**src/rtl/operand_loader.sv**
```systemverilog
// Two-operand capture front end: loads A then B from a shared bus on load
// rising edges and drives the downstream operand/display mux select.
module operand_loader #(
  parameter int unsigned N = 8
) (
  input  logic         clk,
  input  logic         rst,
  input  logic         load,
  input  logic         clear,
  input  logic         view,
  input  logic [N-1:0] din,
  output logic [N-1:0] op_a,
  output logic [N-1:0] op_b,
  output logic         sel,
  output logic         valid,
  output logic [1:0]   phase
);

  typedef enum logic [1:0] {
    GET_A   = 2'b00,
    GET_B   = 2'b01,
    READY   = 2'b10,
    ILLEGAL = 2'b11
  } phase_t;

  phase_t state;
  logic   load_q;
  logic   ld;

  // load_q resets high so a load held through reset release is not an edge
  always_ff @(posedge clk or posedge rst) begin
    if (rst) load_q <= 1'b1;
    else     load_q <= load;
  end

  assign ld    = load & ~load_q;
  assign phase = state;

  // Capture FSM; clear beats ld, and every output is a register
  always_ff @(posedge clk or posedge rst) begin
    if (rst) begin
      state <= GET_A;
      op_a  <= '0;
      op_b  <= '0;
      sel   <= 1'b0;
      valid <= 1'b0;
    end else if (clear) begin
      state <= GET_A;
      op_a  <= '0;
      op_b  <= '0;
      sel   <= 1'b0;
      valid <= 1'b0;
    end else begin
      case (state)
        GET_A: begin
          if (ld) begin
            op_a  <= din;
            state <= GET_B;
            sel   <= 1'b1;
          end else begin
            sel <= 1'b0;
          end
        end
        GET_B: begin
          if (ld) begin
            op_b  <= din;
            valid <= 1'b1;
            state <= READY;
            sel   <= view;
          end else begin
            sel <= 1'b1;
          end
        end
        READY: begin
          if (ld) begin
            op_a  <= din;
            valid <= 1'b0;
            state <= GET_B;
            sel   <= 1'b1;
          end else begin
            sel <= view;
          end
        end
        default: begin
          // unreachable encoding: recover with the clear values, no capture
          state <= GET_A;
          op_a  <= '0;
          op_b  <= '0;
          sel   <= 1'b0;
          valid <= 1'b0;
        end
      endcase
    end
  end

endmodule

```
**config.mk**
```make
export PLATFORM = sky130hd
export DESIGN_NAME = operand_loader
export DESIGN_NICKNAME = d
export VERILOG_FILES = /design/src/rtl/operand_loader.sv
export SDC_FILE = /design/constraint.sdc
export NUM_CORES = 1
export LEC_CHECK = 0
export ABC_AREA = 1
export BUFFER_PORTS_ARGS = -buffer_cell sky130_fd_sc_hd__clkbuf_2
export CORE_ASPECT_RATIO = 1.1
export CORE_MARGIN = 2
export CORE_UTILIZATION = 40
export DETAILED_ROUTE_END_ITERATION = 16
export PLACE_DENSITY = 0.67
export SLEW_MARGIN = 40
export SYNTH_ARGS = -nofsm -noshare
export SYNTH_HDL_FRONTEND = slang
export SYNTH_SLANG_ARGS = --single-unit
```
**constraint.sdc**
```tcl
create_clock -name clk -period 1.7 [get_ports clk]
set_input_delay 0.17 -clock clk [delete_from_list [all_inputs] [get_ports clk]]
set_output_delay 0.17 -clock clk [all_outputs]
set_load 0.1 [all_outputs]
```
* Word level (Yosys, flattened, before mapping)
Cells that the tools add are included. W data, S select, Z words.
Cells by class: add/sub/neg operators 0, multiply operators 0, div/mod/pow operators 0, order comparisons 0, eq/ne operators 8, shifts and indexed selects 0, multiplexer cells 18, bitwise gates (word level) 2, reductions and logical operators 6
Operators with widths (number):
- $pmux W8 S2 | 2
- $mux W8 | 3
- $mux W1 | 7
- $mux W2 | 3
- $ne A3 B3 Y1 const B | 2
- $pmux W1 S3 | 2
- $reduce_and A2 Y1 | 3
- $ne A2 B2 Y1 const B | 2
- $pmux W2 S2 | 1
- $ne A3 B1 Y1 const B | 1
- $reduce_and A3 Y1 | 1
- $eq A2 B1 Y1 const B | 1
- $eq A2 B2 Y1 const B | 1
- $logic_not A2 Y1 | 1
- $ne A2 B1 Y1 const B | 1
- $reduce_or A2 Y1 | 1
- $and A1 B1 Y1 | 1
- $not A1 Y1 | 1
Word-level totals: register bits 21, bits in latches 0, RAM bits 0, bits in read-only memories 0, input port bits 13, output and inout port bits 20, word-level logic and storage cells 40, memories kept 0

* Depth between registers and ports, before layout
word-level depth 5, mapped depth 7

* Worst setup path after synthesis
No wires, ideal clock.
path kind register to register, start reg state[0], in the netlist phase[0], end reg op_a[1], data arrival time 1.674 ns, path slack -0.048 ns, stages on the path, launching flop included 8, period minus slack after synthesis 1.748 ns, cell sequence dfrtp_1 > inv_2 > nor2_4 > nand2_4 > nand2_4 > buf_12 > nand2_2 > o21ai_2
Between the ends: word-level cells in the longest chain between the ends 4, elaborated cells on any way between the ends 9, those cells by class 4 x eq/ne; 2 x mux; 3 x reduce/logical
Ends and longest elaborated chain:
- start, declared | RTL line 26 | phase_t state;
- start signal, assigned | RTL line 42 | state <= GET_A;
- start signal, assigned | RTL line 48 | state <= GET_A;
- start signal, assigned | RTL line 58 | state <= GET_B;
- $eq A2 B2 Y1 / $logic_not A2 Y1 (equally long branches) | RTL line 54 | case (state)
- $reduce_or A2 Y1 (no source line)
- $pmux W8 S2 / $ne A3 B1 Y1 (equally long branches)
- $mux W8 / $reduce_and A2 Y1 (equally long branches)
- end signal, assigned | RTL line 57 | op_a <= din;
- end signal, assigned | RTL line 76 | op_a <= din;
- end, declared | RTL line 12 | output logic [N-1:0] op_a,
Parallel ways exist; a longest one is shown, timed or not. A chain may end at the register's enable or synchronous reset.

* Worst setup path in the final report
start reg state[1], in the netlist phase[1], end out phase[1]
RTL lines:
- end, declared | RTL line 16 | output logic [1:0] phase
No word-level cell between the ends.

==> flow_summary_export.csv <==
group,metric,value,unit
clock_network,cts_root_buf,"clkbuf_4",
setup_path,start_kind,"register",
logic_synthesis,yosysTopAreaCell,"dfrtp_1",
clock_network,htree_levels,1,
clock_network,cts_resized,0,
setup_path,critical_path.max_stage_delay,0.50,ns
timing,finClkSkew,0.00664,ns
run,maxCapViolations,0,
timing,finalSetupViolCount,0,
die,initial_core_util,41.4,%
logic_synthesis,synthCells,98,
layout,drive_above_1_share,40.4,%
timing,finalHoldViolCount,0,
power_and_ir_drop,cellPowerDensity,958,nW/um2
place,dp_hpwl,1410,um
setup_path,ff2ff_setup_slack,0.36,ns
global_routing,grt_first_pass_wirelength,3170,um
global_routing,use_met1,17.3,%
setup_path,path_max_fanout,5,
setup_path,critical_path_class,"reg -> out",
detailed_routing,vias_per_cell,4.56,
die,rows,18,
detailed_routing,wl,1860,um
setup_path,cp_num_buf_inv,1,
timing,tns,0,ns
setup_path,endpoint_kind,"output pin",
global_routing,grt_max_degree,22,
timing,period_share,85.6,%
setup_path,r2r-end,"op_a[4]$_DFFE_PP0P_",
detailed_routing,vias,757,
min_path,worst_hold_path.endpoint,"op_b[2]$_DFFE_PP0P_",
logic_synthesis,netlist-cell-type-count,14,
setup_path,cp_top_family,"buffers and inverters",
logic_synthesis,yosysSeqAreaShare,57.6,%
timing,min_period,1.45,ns
logic_synthesis,ys_seq_elements,21,
die,die_y,54.2,um
setup_path,cp_cell_sequence,"clkbuf_2",
global_routing,grt_overflow,0,
setup_path,reg2reg_depth,6,
global_routing,met3_usage,3.06,%
timing,worst_pin_slew,0.544,ns
detailed_routing,drtIter0Drc,9,
layout,fin_util,52.0,%
place,place_ws,0.366,ns
setup_path,cp_slowest_cell,"clkbuf_2",
timing,slew_violations,0,
global_routing,gr-usage-all-layers,16.1,%
detailed_routing,drc,0,
logic_synthesis,synth.top_cell.area_share,54.7,%
setup_path,r2r-start,"load_q$_DFF_PP1_",
global_routing,grt_use_met2,29.8,%
detailed_routing,drtPass1Iterations,4,
setup_path,crit_cells,1,
layout,fin_nets,150,
layout,syn_to_final_growth,25.6,%
clock_network,clk_latency,0.30,ns
min_path,hold_path_startpoint,"din[2]",
clock_network,numCtsBuffers,3,
logic_synthesis,avgSynthCellArea,9.33,um2
power_and_ir_drop,ir_worst_vdd,0.538,mV
logic_synthesis,synthesis.area,915,um2
timing,slew_headroom,63.9,%
detailed_routing,routedWlPerCell,11.2,um
logic_synthesis,syn-num-nets,111,
die,ios,33,
die,core_region_area,2210,um2
clock_network,cts.sinks,21,
timing,clock.fmax,0.687,GHz
clock_network,cts_tree,"done",
place,io_buffer_count,32,
die,die_x,49.6,um
setup_path,cp.arrival,1.28,ns
place,gp_congestion,0.778,
global_routing,antenna_found_initial,0,
power_and_ir_drop,p_leak,0.655,nW
outcome,outcome,"finished, final reports clean",
min_path,hold_depth,3,
timing,worst_slack,0.245,ns
setup_path,worst_ep_required_time,1.53,ns
detailed_routing,ant_nets,0,
clock_network,path_clk_slew,0.12,ns
die,dieArea,2690,um2
logic_synthesis,synth.area.top_cells,"dfrtp_1 (55%), nand2_1 (16%), nand2_2 (4.8%), nor2_4 (3.7%), dfstp_2 (2.9%)",
global_routing,grt.busiest_layer,"met2",
layout,antenna_cells,0,
min_path,min-delay-path-class,"in -> reg",
timing,rsz0062_at_grt,"false",
logic_synthesis,ys_warn_count,0,
clock_network,clockBufferDepth,2,
global_routing,grt_pass1_vias,761,
cell type report:
| class | count | area [um2] |
|---|---|---|
| Clock inverter | 1 | 5.00 |
| Multi-Input combinational cell | 68 | 338 |
| Timing Repair Buffer | 35 | 188 |
| Fill cell | 233 | 1060 |
| Sequential cell | 21 | 528 |
| Clock buffer | 3 | 22.5 |
| Inverter | 8 | 30.0 |
| Tap cell | 30 | 37.5 |
synthesized netlist by cell type:
cell type and number:
dfrtp_1 20, nor2_4 3, o21ai_0 4, dfstp_2 1
o21ai_2 2, inv_2 2, inv_1 6, nand2_2 7
nand2_1 40, buf_12 1, nand3_1 5, a21oi_1 2
o21ai_1 3, nand2_4 2
per-layer routing:
layer,wire (um),up-vias
met5,0,-
met4,33,0
met3,90,4
met2,916,23
met1,819,349
li1,-,381
cell families after synthesis:
kind of cell,after synthesis,share of synthesized area (%)
AND/OR/NAND/NOR,57,30.1
flip-flops,21,57.6
AO/OA/AOI/OAI,11,6.84
buffers and inverters,9,5.47
worst max-delay path by stage:
stage,startpoint,to,slack (ns)
2_1_floorplan,phase[1]$_DFFE_PP0P_,op_a[1]$_DFFE_PP0P_,0.08
3_3_place_gp,load_q$_DFF_PP1_,op_a[3]$_DFFE_PP0P_,0.43
3_5_place_dp,load_q$_DFF_PP1_,op_a[4]$_DFFE_PP0P_,0.37
4_1_cts,phase[1]$_DFFE_PP0P_,phase[1],0.23
5_1_grt,phase[1]$_DFFE_PP0P_,phase[1],0.18
6_report,phase[1]$_DFFE_PP0P_,phase[1],0.25
sequential cells by signal, indices dropped and copies added, names as in the netlist:
| name | count |
|---|---|
| sel | 1 |
| valid | 1 |
| load_q | 1 |
| phase | 2 |
| op_b | 8 |
| op_a | 8 |
per-stage QoR:
step	total power, mW	instances	hold WS (ns)	instance area [um2]
6_report	1.10	166	0.0766	1150
5_1_grt	1.16	166	0.0711	1150
4_1_cts	1.12	166	0.0673	1150
3_5_place_dp	0.872	160	0.197	1100
3_3_place_gp	0.868	160	0.194	1100
2_1_floorplan	0.816	98	0.146	916
worst min-delay path: cells and delay by family:
family        cells  cell delay, ns
buf+inv           1            0.09
simple gates      2            0.10
placed cells by master, fill, tap and decap left out:
cell type      count
inv_1              6
nand3_1            5
o21ai_2            2
clkbuf_2          32
nand2_1           40
a21oi_1            2
dfrtp_1           19
nor2_4             3
o21ai_1            3
clkbuf_4           3
clkinv_2           1
buf_4              1
o21ai_0            4
dfstp_2            1
nand2_2            7
inv_2              2
dlygate4sd3_1      2
dfrtp_2            1
nand2_4            2
repair_timing:
action	in CTS	in global routing
hold buffers	2	0
setup buffers	0	0
hold endpoints to repair	21	0
where the power goes:
group / switching (mW) / internal [mW] / total, mW
registers: 0.0175 / 0.526 / 0.544
logic: 0.265 / 0.0541 / 0.319
clock network: 0.151 / 0.0877 / 0.238
total: 0.433 / 0.668 / 1.10
No activity file was read; power rests on OpenSTA's default activity.
